<file path="src/rtl/lcd_pkg.sv">
`default_nettype none
// ============================================================================
// Module      : lcd_pkg
// Description : Shared constants, FSM state type and word-building helpers
//               for the LCD bitmap renderer.
// Revision    : 1.0 - initial release
// ============================================================================
package lcd_pkg;

    // LCD controller commands
    localparam logic [7:0]  CMD_CASET = 8'h2A;
    localparam logic [7:0]  CMD_RASET = 8'h2B;
    localparam logic [7:0]  CMD_RAMWR = 8'h2C;

    // Convenience RGB565 colours
    localparam logic [15:0] WHITE     = 16'hFFFF;
    localparam logic [15:0] BLACK     = 16'h0000;

    // Data/command flag carried in bit 8 of every output word
    localparam logic        DC_CMD    = 1'b0;
    localparam logic        DC_DATA   = 1'b1;

    typedef enum logic [2:0] {
        S_IDLE    = 3'd0,
        S_SET_WIN = 3'd1,
        S_FETCH   = 3'd2,
        S_PIXEL   = 3'd3,
        S_DONE    = 3'd4
    } lcd_state_t;

    function automatic logic [8:0] dc_word(input logic dc, input logic [7:0] b);
        return {dc, b};
    endfunction

    // One byte of an RGB565 colour as a data word; lo_sel picks the low byte
    function automatic logic [8:0] rgb_byte_word(input logic [15:0] color, input logic lo_sel);
        return dc_word(DC_DATA, lo_sel ? color[7:0] : color[15:8]);
    endfunction

endpackage
`default_nettype wire

</file>
<file path="src/rtl/lcd_win_cmd_seq.sv">
`default_nettype none
// ============================================================================
// Module      : lcd_win_cmd_seq
// Description : Produces the 11-word window set-up sequence
//               (CASET x0 xe, RASET y0 ye, RAMWR). o_word is the word that
//               must be loaded into the output register on this cycle's
//               launch/step, so the top can register it without extra delay.
// Ports       : clk, rst       - clock, async active-high reset
//               i_clear        - drop the sequence (abort)
//               i_launch       - begin a new sequence (word 0 on o_word)
//               i_step         - current word was accepted by the writer
//               i_x0..i_ye     - window bounds, 10 bits
//               o_word         - next word to present
//               o_finish       - last word accepted
// Revision    : 1.0 - initial release
// ============================================================================
module lcd_win_cmd_seq
    import lcd_pkg::*;
(
    input  logic       clk,
    input  logic       rst,
    input  logic       i_clear,
    input  logic       i_launch,
    input  logic       i_step,
    input  logic [9:0] i_x0,
    input  logic [9:0] i_xe,
    input  logic [9:0] i_y0,
    input  logic [9:0] i_ye,
    output logic [8:0] o_word,
    output logic       o_finish
);

    localparam logic [3:0] c_LAST_IDX = 4'd10;

    logic [3:0] r_idx;
    logic [3:0] w_idx_nxt;

    // Index of the word that becomes visible after this cycle
    assign w_idx_nxt = i_launch ? 4'd0 : (r_idx + 4'd1);
    assign o_finish  = i_step && (r_idx == c_LAST_IDX);

    always_ff @(posedge clk or posedge rst) begin
        if (rst) begin
            r_idx <= 4'd0;
        end else if (i_clear || i_launch || o_finish) begin
            r_idx <= 4'd0;
        end else if (i_step) begin
            r_idx <= w_idx_nxt;
        end
    end

    // Coordinates are zero-extended to 16 bits: high byte holds bits 9:8
    always_comb begin
        o_word = dc_word(DC_CMD, CMD_CASET);
        case (w_idx_nxt)
            4'd0:    o_word = dc_word(DC_CMD,  CMD_CASET);
            4'd1:    o_word = dc_word(DC_DATA, {6'd0, i_x0[9:8]});
            4'd2:    o_word = dc_word(DC_DATA, i_x0[7:0]);
            4'd3:    o_word = dc_word(DC_DATA, {6'd0, i_xe[9:8]});
            4'd4:    o_word = dc_word(DC_DATA, i_xe[7:0]);
            4'd5:    o_word = dc_word(DC_CMD,  CMD_RASET);
            4'd6:    o_word = dc_word(DC_DATA, {6'd0, i_y0[9:8]});
            4'd7:    o_word = dc_word(DC_DATA, i_y0[7:0]);
            4'd8:    o_word = dc_word(DC_DATA, {6'd0, i_ye[9:8]});
            4'd9:    o_word = dc_word(DC_DATA, i_ye[7:0]);
            4'd10:   o_word = dc_word(DC_CMD,  CMD_RAMWR);
            default: o_word = dc_word(DC_CMD,  CMD_CASET);
        endcase
    end

endmodule
`default_nettype wire

</file>
<file path="src/rtl/lcd_show_bitmap.sv">
`default_nettype none
// ============================================================================
// Module      : lcd_show_bitmap
// Description : Draws an IMG_W x IMG_H 1-bpp bitmap from a row-wide ROM into
//               an LCD window at (x0, y0) using run-time fg/bg RGB565 colours.
//               Emits 9-bit {dc, byte} words over a wr_done handshake.
//               Optional macro LCD_BMP_SCALE2_EN doubles every pixel and row.
// Ports       : sys_clk, sys_rst          - clock, async active-high reset
//               start, abort              - one-cycle request / cancel
//               x0, y0, fg_color, bg_color- window origin and colours
//               rom_addr, rom_q           - bitmap row ROM (bit 0 = leftmost)
//               wr_done                   - writer consumed out_data
//               out_data, out_valid       - {dc, byte} word and its valid
//               busy, done, err           - status / pulses
// Revision    : 1.0 - initial release
// ============================================================================
module lcd_show_bitmap
    import lcd_pkg::*;
#(
    parameter int IMG_W    = 240,
    parameter int IMG_H    = 320,
    parameter int ROW_AW   = 9,
    parameter int LCD_XMAX = 239,
    parameter int LCD_YMAX = 319,
    parameter int ROM_LAT  = 2
) (
    input  logic              sys_clk,
    input  logic              sys_rst,
    input  logic              start,
    input  logic              abort,
    input  logic [8:0]        x0,
    input  logic [8:0]        y0,
    input  logic [15:0]       fg_color,
    input  logic [15:0]       bg_color,
    output logic [ROW_AW-1:0] rom_addr,
    input  logic [IMG_W-1:0]  rom_q,
    input  logic              wr_done,
    output logic [8:0]        out_data,
    output logic              out_valid,
    output logic              busy,
    output logic              done,
    output logic              err
);

`ifdef LCD_BMP_SCALE2_EN
    localparam int SCALE = 2;
`else
    localparam int SCALE = 1;
`endif
    localparam int         PIX_W    = (IMG_W > 1) ? $clog2(IMG_W) : 1;
    localparam int         LAT_W    = $clog2(ROM_LAT + 2);
    localparam logic [9:0] c_WIN_WM1 = 10'(IMG_W * SCALE - 1);
    localparam logic [9:0] c_WIN_HM1 = 10'(IMG_H * SCALE - 1);

    lcd_state_t        r_state, w_state_nxt;
    logic [9:0]        r_x0, r_xe, r_y0, r_ye;
    logic [15:0]       r_fg, r_bg;
    logic [ROW_AW-1:0] r_row;
    logic [LAT_W-1:0]  r_lat;
    logic [IMG_W-1:0]  r_shift;
    logic [PIX_W-1:0]  r_pix;
    logic [1:0]        r_phase;
    logic [8:0]        r_out_data;
    logic              r_out_valid, r_busy, r_done, r_err;

    logic [9:0]        w_xe, w_ye;
    logic              w_oob, w_idle, w_accept, w_reject, w_ack;
    logic              w_seq_step, w_seq_finish;
    logic              w_lat_hit, w_pix_last, w_ph_last, w_row_last, w_row_end, w_line_last;
    logic [8:0]        w_seq_word;

    // Bounds computed in 10 bits so x0 + W - 1 cannot wrap
    assign w_xe       = {1'b0, x0} + c_WIN_WM1;
    assign w_ye       = {1'b0, y0} + c_WIN_HM1;
    assign w_oob      = (w_xe > 10'(LCD_XMAX)) || (w_ye > 10'(LCD_YMAX));
    assign w_idle     = (r_state == S_IDLE);
    assign w_accept   = w_idle && start && !abort && !w_oob;
    assign w_reject   = w_idle && start && !abort && w_oob;
    // Abort beats a simultaneous wr_done: the word is not consumed
    assign w_ack      = r_out_valid && wr_done && !abort;
    assign w_seq_step = (r_state == S_SET_WIN) && w_ack;
    assign w_lat_hit  = (r_lat == LAT_W'(ROM_LAT));
    assign w_pix_last = (r_pix == PIX_W'(IMG_W - 1));
    assign w_ph_last  = (r_phase == 2'(2 * SCALE - 1));
    assign w_row_last = (r_row == ROW_AW'(IMG_H - 1));
    assign w_row_end  = (r_state == S_PIXEL) && w_ack && w_ph_last && w_pix_last;

`ifdef LCD_BMP_SCALE2_EN
    logic             r_line;     // second pass over the same source row
    logic [IMG_W-1:0] r_row_buf;  // source row kept for the repeat pass
    assign w_line_last = r_line;
`else
    assign w_line_last = 1'b1;
`endif

    lcd_win_cmd_seq u_win_seq (
        .clk      (sys_clk),
        .rst      (sys_rst),
        .i_clear  (abort),
        .i_launch (w_accept),
        .i_step   (w_seq_step),
        .i_x0     (r_x0),
        .i_xe     (r_xe),
        .i_y0     (r_y0),
        .i_ye     (r_ye),
        .o_word   (w_seq_word),
        .o_finish (w_seq_finish)
    );

    always_comb begin
        w_state_nxt = r_state;
        case (r_state)
            S_IDLE:    if (w_accept)     w_state_nxt = S_SET_WIN;
            S_SET_WIN: if (w_seq_finish) w_state_nxt = S_FETCH;
            S_FETCH:   if (w_lat_hit)    w_state_nxt = S_PIXEL;
            S_PIXEL:   if (w_row_end && w_line_last)
                           w_state_nxt = w_row_last ? S_DONE : S_FETCH;
            S_DONE:    w_state_nxt = S_IDLE;
            default:   w_state_nxt = S_IDLE;
        endcase
        if (abort) begin
            w_state_nxt = S_IDLE;
        end
    end

    always_ff @(posedge sys_clk or posedge sys_rst) begin
        if (sys_rst) begin
            r_state <= S_IDLE;
            r_busy  <= 1'b0;
            r_done  <= 1'b0;
            r_err   <= 1'b0;
        end else begin
            r_state <= w_state_nxt;
            r_busy  <= (w_state_nxt != S_IDLE);
            r_done  <= (w_state_nxt == S_DONE);
            r_err   <= w_reject;
        end
    end

    always_ff @(posedge sys_clk or posedge sys_rst) begin
        if (sys_rst) begin
            r_x0 <= '0; r_xe <= '0; r_y0 <= '0; r_ye <= '0;
            r_fg <= '0; r_bg <= '0;
            r_row <= '0; r_lat <= '0; r_shift <= '0; r_pix <= '0; r_phase <= '0;
            r_out_data  <= 9'h000;
            r_out_valid <= 1'b0;
`ifdef LCD_BMP_SCALE2_EN
            r_line    <= 1'b0;
            r_row_buf <= '0;
`endif
        end else if (abort) begin
            r_out_valid <= 1'b0;
            r_out_data  <= 9'h000;
            r_row <= '0; r_lat <= '0; r_pix <= '0; r_phase <= '0;
`ifdef LCD_BMP_SCALE2_EN
            r_line <= 1'b0;
`endif
        end else begin
            case (r_state)
                S_IDLE: if (w_accept) begin
                    r_x0 <= {1'b0, x0}; r_xe <= w_xe;
                    r_y0 <= {1'b0, y0}; r_ye <= w_ye;
                    r_fg <= fg_color;   r_bg <= bg_color;
                    r_row <= '0; r_pix <= '0; r_phase <= '0;
                    r_out_valid <= 1'b1;
                    r_out_data  <= w_seq_word;
                end
                S_SET_WIN: if (w_ack) begin
                    if (w_seq_finish) begin
                        r_out_valid <= 1'b0;
                        r_lat       <= '0;
                    end else begin
                        r_out_data  <= w_seq_word;
                    end
                end
                S_FETCH: begin
                    r_lat <= r_lat + 1'b1;
                    if (w_lat_hit) begin
                        r_shift     <= rom_q;
                        r_pix       <= '0;
                        r_phase     <= '0;
                        r_out_valid <= 1'b1;
                        r_out_data  <= rgb_byte_word(rom_q[0] ? r_fg : r_bg, 1'b0);
`ifdef LCD_BMP_SCALE2_EN
                        r_row_buf   <= rom_q;
`endif
                    end
                end
                S_PIXEL: if (w_ack) begin
                    if (!w_ph_last) begin
                        // Phases alternate hi/lo; the next phase is lo when this one is even
                        r_phase    <= r_phase + 1'b1;
                        r_out_data <= rgb_byte_word(r_shift[0] ? r_fg : r_bg, ~r_phase[0]);
                    end else if (!w_pix_last) begin
                        r_phase    <= '0;
                        r_pix      <= r_pix + 1'b1;
                        r_shift    <= r_shift >> 1;
                        r_out_data <= rgb_byte_word(r_shift[1] ? r_fg : r_bg, 1'b0);
                    end
`ifdef LCD_BMP_SCALE2_EN
                    else if (!r_line) begin
                        // Redraw the held row without another ROM fetch
                        r_line     <= 1'b1;
                        r_phase    <= '0;
                        r_pix      <= '0;
                        r_shift    <= r_row_buf;
                        r_out_data <= rgb_byte_word(r_row_buf[0] ? r_fg : r_bg, 1'b0);
                    end
`endif
                    else begin
                        r_out_valid <= 1'b0;
                        r_lat       <= '0;
                        r_phase     <= '0;
                        r_pix       <= '0;
`ifdef LCD_BMP_SCALE2_EN
                        r_line      <= 1'b0;
`endif
                        if (!w_row_last) begin
                            r_row <= r_row + 1'b1;
                        end
                    end
                end
                default: begin
                end
            endcase
        end
    end

    assign rom_addr  = r_row;
    assign out_data  = r_out_data;
    assign out_valid = r_out_valid;
    assign busy      = r_busy;
    assign done      = r_done;
    assign err       = r_err;

endmodule
`default_nettype wire

</file>
<file path="config.mk">
export PLATFORM = sky130hd
export DESIGN_NAME = lcd_show_bitmap
export DESIGN_NICKNAME = d
export VERILOG_FILES = /design/src/rtl/lcd_pkg.sv /design/src/rtl/lcd_win_cmd_seq.sv /design/src/rtl/lcd_show_bitmap.sv
export SDC_FILE = /design/constraint.sdc
export NUM_CORES = 1
export LEC_CHECK = 0
export ABC_AREA = 1
export CORE_MARGIN = 8
export CORE_UTILIZATION = 59
export DETAILED_ROUTE_END_ITERATION = 8
export PLACE_DENSITY = 0.87
export SLEW_MARGIN = 20
export SYNTH_ARGS = -nofsm -noshare
export SYNTH_HDL_FRONTEND = slang
export SYNTH_HIERARCHICAL = 1
export SYNTH_SLANG_ARGS = --single-unit
</file>
<file path="constraint.sdc">
create_clock -name sys_clk -period 23.6 [get_ports sys_clk]
set_input_delay 4.72 -clock sys_clk [delete_from_list [all_inputs] [get_ports sys_clk]]
set_output_delay 4.72 -clock sys_clk [all_outputs]
set_load 0.02 [all_outputs]
</file>
==> metrics.md <==
| Metric | Value |
|---|---|
| Outcome | `completed` |
| Critical path, cell by cell | `clkdlybuf4s50_1 > inv_2 > nand2_1 > o21ai_1 > o211ai_2 > inv_8 > buf_4 > buf_4 > buf_4 > buf_4 > o211ai_2 > o21ai_2` |
| Worst setup EP type | `register` |
| Vias in the first global route | `15.8k` |
| Sequential Power Share | `46.1%` |
| Most frequent CP cell | `buf_4` |
| Clock latency on the worst-skew pair | `520 ps` |
| Routed len/inst | `17.0 um` |
| Largest net degree at the start of global routing | `197` |
| CTS tree | `built` |
| Power per Cell Area | `60.3 mW/mm2` |
| CP max stage delay | `970 ps` |
| Achievable frequency | `94.9 MHz` |
| Total core area | `0.0324 mm2` |
| RSZ-0062 raised after global routing | `false` |
| Std cell rows | `66` |
| Comb pwr share | `9.6%` |
| Worst R2R Path Depth | `13` |
| Worst-Margin Slew | `1100 ps` |
| Worst Skew | `19.6 ps` |
| Die ar. | `0.0388 mm2` |
| Setup CP Type | `input port to register` |
| Post-route insts no fill | `2880` |
| Minimum clock period | `10530 ps` |
| Met3 wire length | `3260 um` |
| Hold Crit Start | `r_fg[3]` |
| Post-cts resize count | `0` |
| CP startpoint kind | `input port` |
| Synth Warn # | `6` |
| EDFF count, synth | `0` |
| Synth Flop Type | `dfrtp_1` |
| Synth Area in XOR/XNOR | `0.136%` |
| Layout cell share with drive strength beyond 1 | `18.7%` |
| Setup tns final | `0 ps` |
| Port Buf Inserts | `316` |
| Count of final max-slew check failures | `0` |
| Reg2Reg Capture Point | `r_shift[58]` |
| Area grow syn2layout | `22.4%` |
| Top-area cell type share of the netlist area | `45.4%` |
| Fin worst setup slack | `13070 ps` |
| Req. time, crit path | `24030 ps` |
| Clock Tree Buf Depth | `3` |
| Clock Sinks | `351` |
| Final setup viols | `0` |
| Die X | `197 um` |
| Worst Hold Depth | `2` |
| DR vias/cell | `5.51` |
| Final nets | `2708` |
| Root Driver | `clkbuf_16` |
| Via count | `15.9k` |
| Inst Count DP | `2805` |
| Die Y | `197 um` |
| Synth Area in Compound Gates | `27.2%` |
| IO Pins | `317` |
| Async SR Flop Fraction | `100%` |
| P_sw | `334 uW` |
| CTS hold repair buffers | `0` |
| Area of the mapped netlist | `0.0193 mm2` |
| Initial antenna violation count | `6` |
| Post-CTS setup repair buffer count | `0` |
| Register area share after synthesis | `45.4%` |
| DRT antenna net count | `0` |
| Synth Instances | `2169` |
| Dominant cell by count in the synthesized netlist | `nand2_1` |
| Hold Crit Endpoint | `r_fg[3]` |
| Leading area contributor after synthesis | `dfrtp_1` |
| Mux contribution to synthesized area | `0.0518%` |
| Leak | `10.0 nW` |
| Crit share post-route | `44.6%` |
| R2R Path Start | `r_state[1]` |
| CP arrival | `10970 ps` |
| Wirelength, routed | `48800 um` |
| Top layer in use | `met5` |
| Global-route wire length before repair | `78800 um` |
| Fillers | `2331` |
| Post-synthesis register bit count | `351` |
| H-tree depth | `2` |
| Relative slew slack | `26.6%` |
| Post-synth cell types | `50` |
| Largest family of logic cells by synthesized area | `compound AO/OA/AOI/OAI gates` |
| Switching Share | `23.4%` |
| Routability cong. | `0.839` |
| Dpl hpwl | `33100 um` |
| Post-synthesis simple-gate area fraction | `15.4%` |
| Met2 routed WL | `23300 um` |
| Clock power frac | `44.4%` |
| Max-cap violation count | `0` |
| Grt total ovfl | `0` |
| Final hold violations | `0` |
| Syn Area/Cell | `8.92 um2` |
| Crit Path Max Fanout | `124` |
| Core Util, Final | `73.2%` |
| DR pass1 iterations | `5` |
| Initial Utilization | `59.7%` |
| DRC viols | `0` |
| Top cells by count, synth | `nand2_1 (513), dfrtp_1 (351), inv_1 (320), o211ai_2 (200), o21ai_1 (148)` |
| R2r setup slk | `17400 ps` |
| CP max stage cell | `buf_4` |
| M1 WL | `20800 um` |
| Num CTS Buffers | `39` |
| Total GRT Usage | `24.4%` |
| Worst hold path class | `register to register` |
| Adder-cell share of the synthesized area | `0.518%` |
| Internal Power | `1.09 mW` |
| Placement Setup Slack | `12540 ps` |
| Drt first-iter violations | `1153` |
| Worst-path clk slew | `60 ps` |
| Peak VDD IR | `0.0420 mV` |
| Synth area leaders | `dfrtp_1 (45%), o211ai_2 (13%), nand2_1 (10%)` |
[critical path, delay by kind of cell]
family,cells,cell delay (ps)
AOI/OAI and AO/OA,4,650
and+or+nand+nor,1,110
buffers and inverters,7,5380
[per-layer routing]
metal | GRT usage, % | vias up
met5 | 0 | -
met3 | 4.75 | 105
met2 | 40.0 | 577
li1 | - | 7638
met4 | 8.08 | 4
met1 | 32.4 | 7533
[how the worst max path moves through the flow]
stage	start	end	slack [ps]
after floorplan	sys_rst	busy	9260
after global placement	abort	r_shift[27]	12710
after detailed placement	abort	r_shift[58]	12540
after CTS	abort	r_shift[58]	13060
after global routing	abort	r_shift[54]	12650
final	abort	r_shift[58]	13070
[flip-flops by register name (all words and copies together), names as in the netlist]
| register | count |
|---|---|
| busy | 1 |
| r_pix | 8 |
| out_data | 9 |
| r_x0 | 9 |
| r_y0 | 9 |
| rom_addr | 9 |
| r_xe | 10 |
| done | 1 |
| r_ye | 10 |
| out_valid | 1 |
| r_state | 3 |
| u_win_seq/r_idx | 4 |
| r_shift | 240 |
| r_phase | 2 |
| r_bg | 16 |
| r_fg | 16 |
| err | 1 |
| r_lat | 2 |
[cell usage in the layout (no fill, tap or decap), types with 3 or more instances in the layout]
master	instances
nand4_1	19
o221ai_1	4
ha_1	8
o211ai_1	52
inv_2	18
diode_2	5
nor2_4	6
o211ai_2	200
bufinv_16	4
o21ai_2	129
dfrtp_1	351
nor2_1	85
xor2_1	3
clkinv_2	6
inv_1	319
nor3_1	6
nand2_1	513
nor2_2	7
clkdlybuf4s50_1	316
buf_4	11
nand3_1	59
clkbuf_8	9
clkbuf_1	8
nand2_2	5
o21ai_1	148
a31oi_1	3
o21ai_0	42
nand2_4	3
clkbuf_16	41
a21oi_1	25
[kinds of logic (layout without fill, tap and decap cells)]
| logic type | count (synthesis) | in the layout |
|---|---|---|
| buf+inv | 478 | 741 |
| simple gates | 714 | 714 |
| other cells | 1 | 7 |
| flops | 351 | 351 |
| compound gates | 613 | 613 |
| fa+ha+maj | 8 | 8 |
| xor+xnor | 3 | 3 |
| mux | 1 | 1 |
[power by group through the flow]
| stage | Sequential [mW] | Combinational (mW) | Clock, mW |
|---|---|---|---|
| 2_1_floorplan | 0.662 | 0.0586 | 0 |
| 3_3_place_gp | 0.665 | 0.131 | 0 |
| 3_5_place_dp | 0.667 | 0.135 | 0 |
| 4_1_cts | 0.657 | 0.137 | 0.644 |
| 5_1_grt | 0.661 | 0.151 | 0.667 |
| 6_report | 0.658 | 0.137 | 0.634 |
[layout make-up]
type	instances	area, um2	share of cell area (%)
timing repair buffer	329	3290	13.9
inverter	343	1320	5.56
tap	442	553	2.34
sequential	351	8780	37.1
multi-input combinational	1341	8380	35.4
clock buffer	58	1180	4.98
clock inverter	11	158	0.666
antenna	5	12.5	0.0528
[metrics by stage]
step                hold WS (ps)  area, um2  power [mW]
detailed placement           462      22300       0.802
finish                       476      23700        1.43
global route                 501      23700        1.48
global placement             459      22300       0.796
CTS                          478      23600        1.44
floorplan                    444      19300       0.721
(Power assumes the default switching activity.)
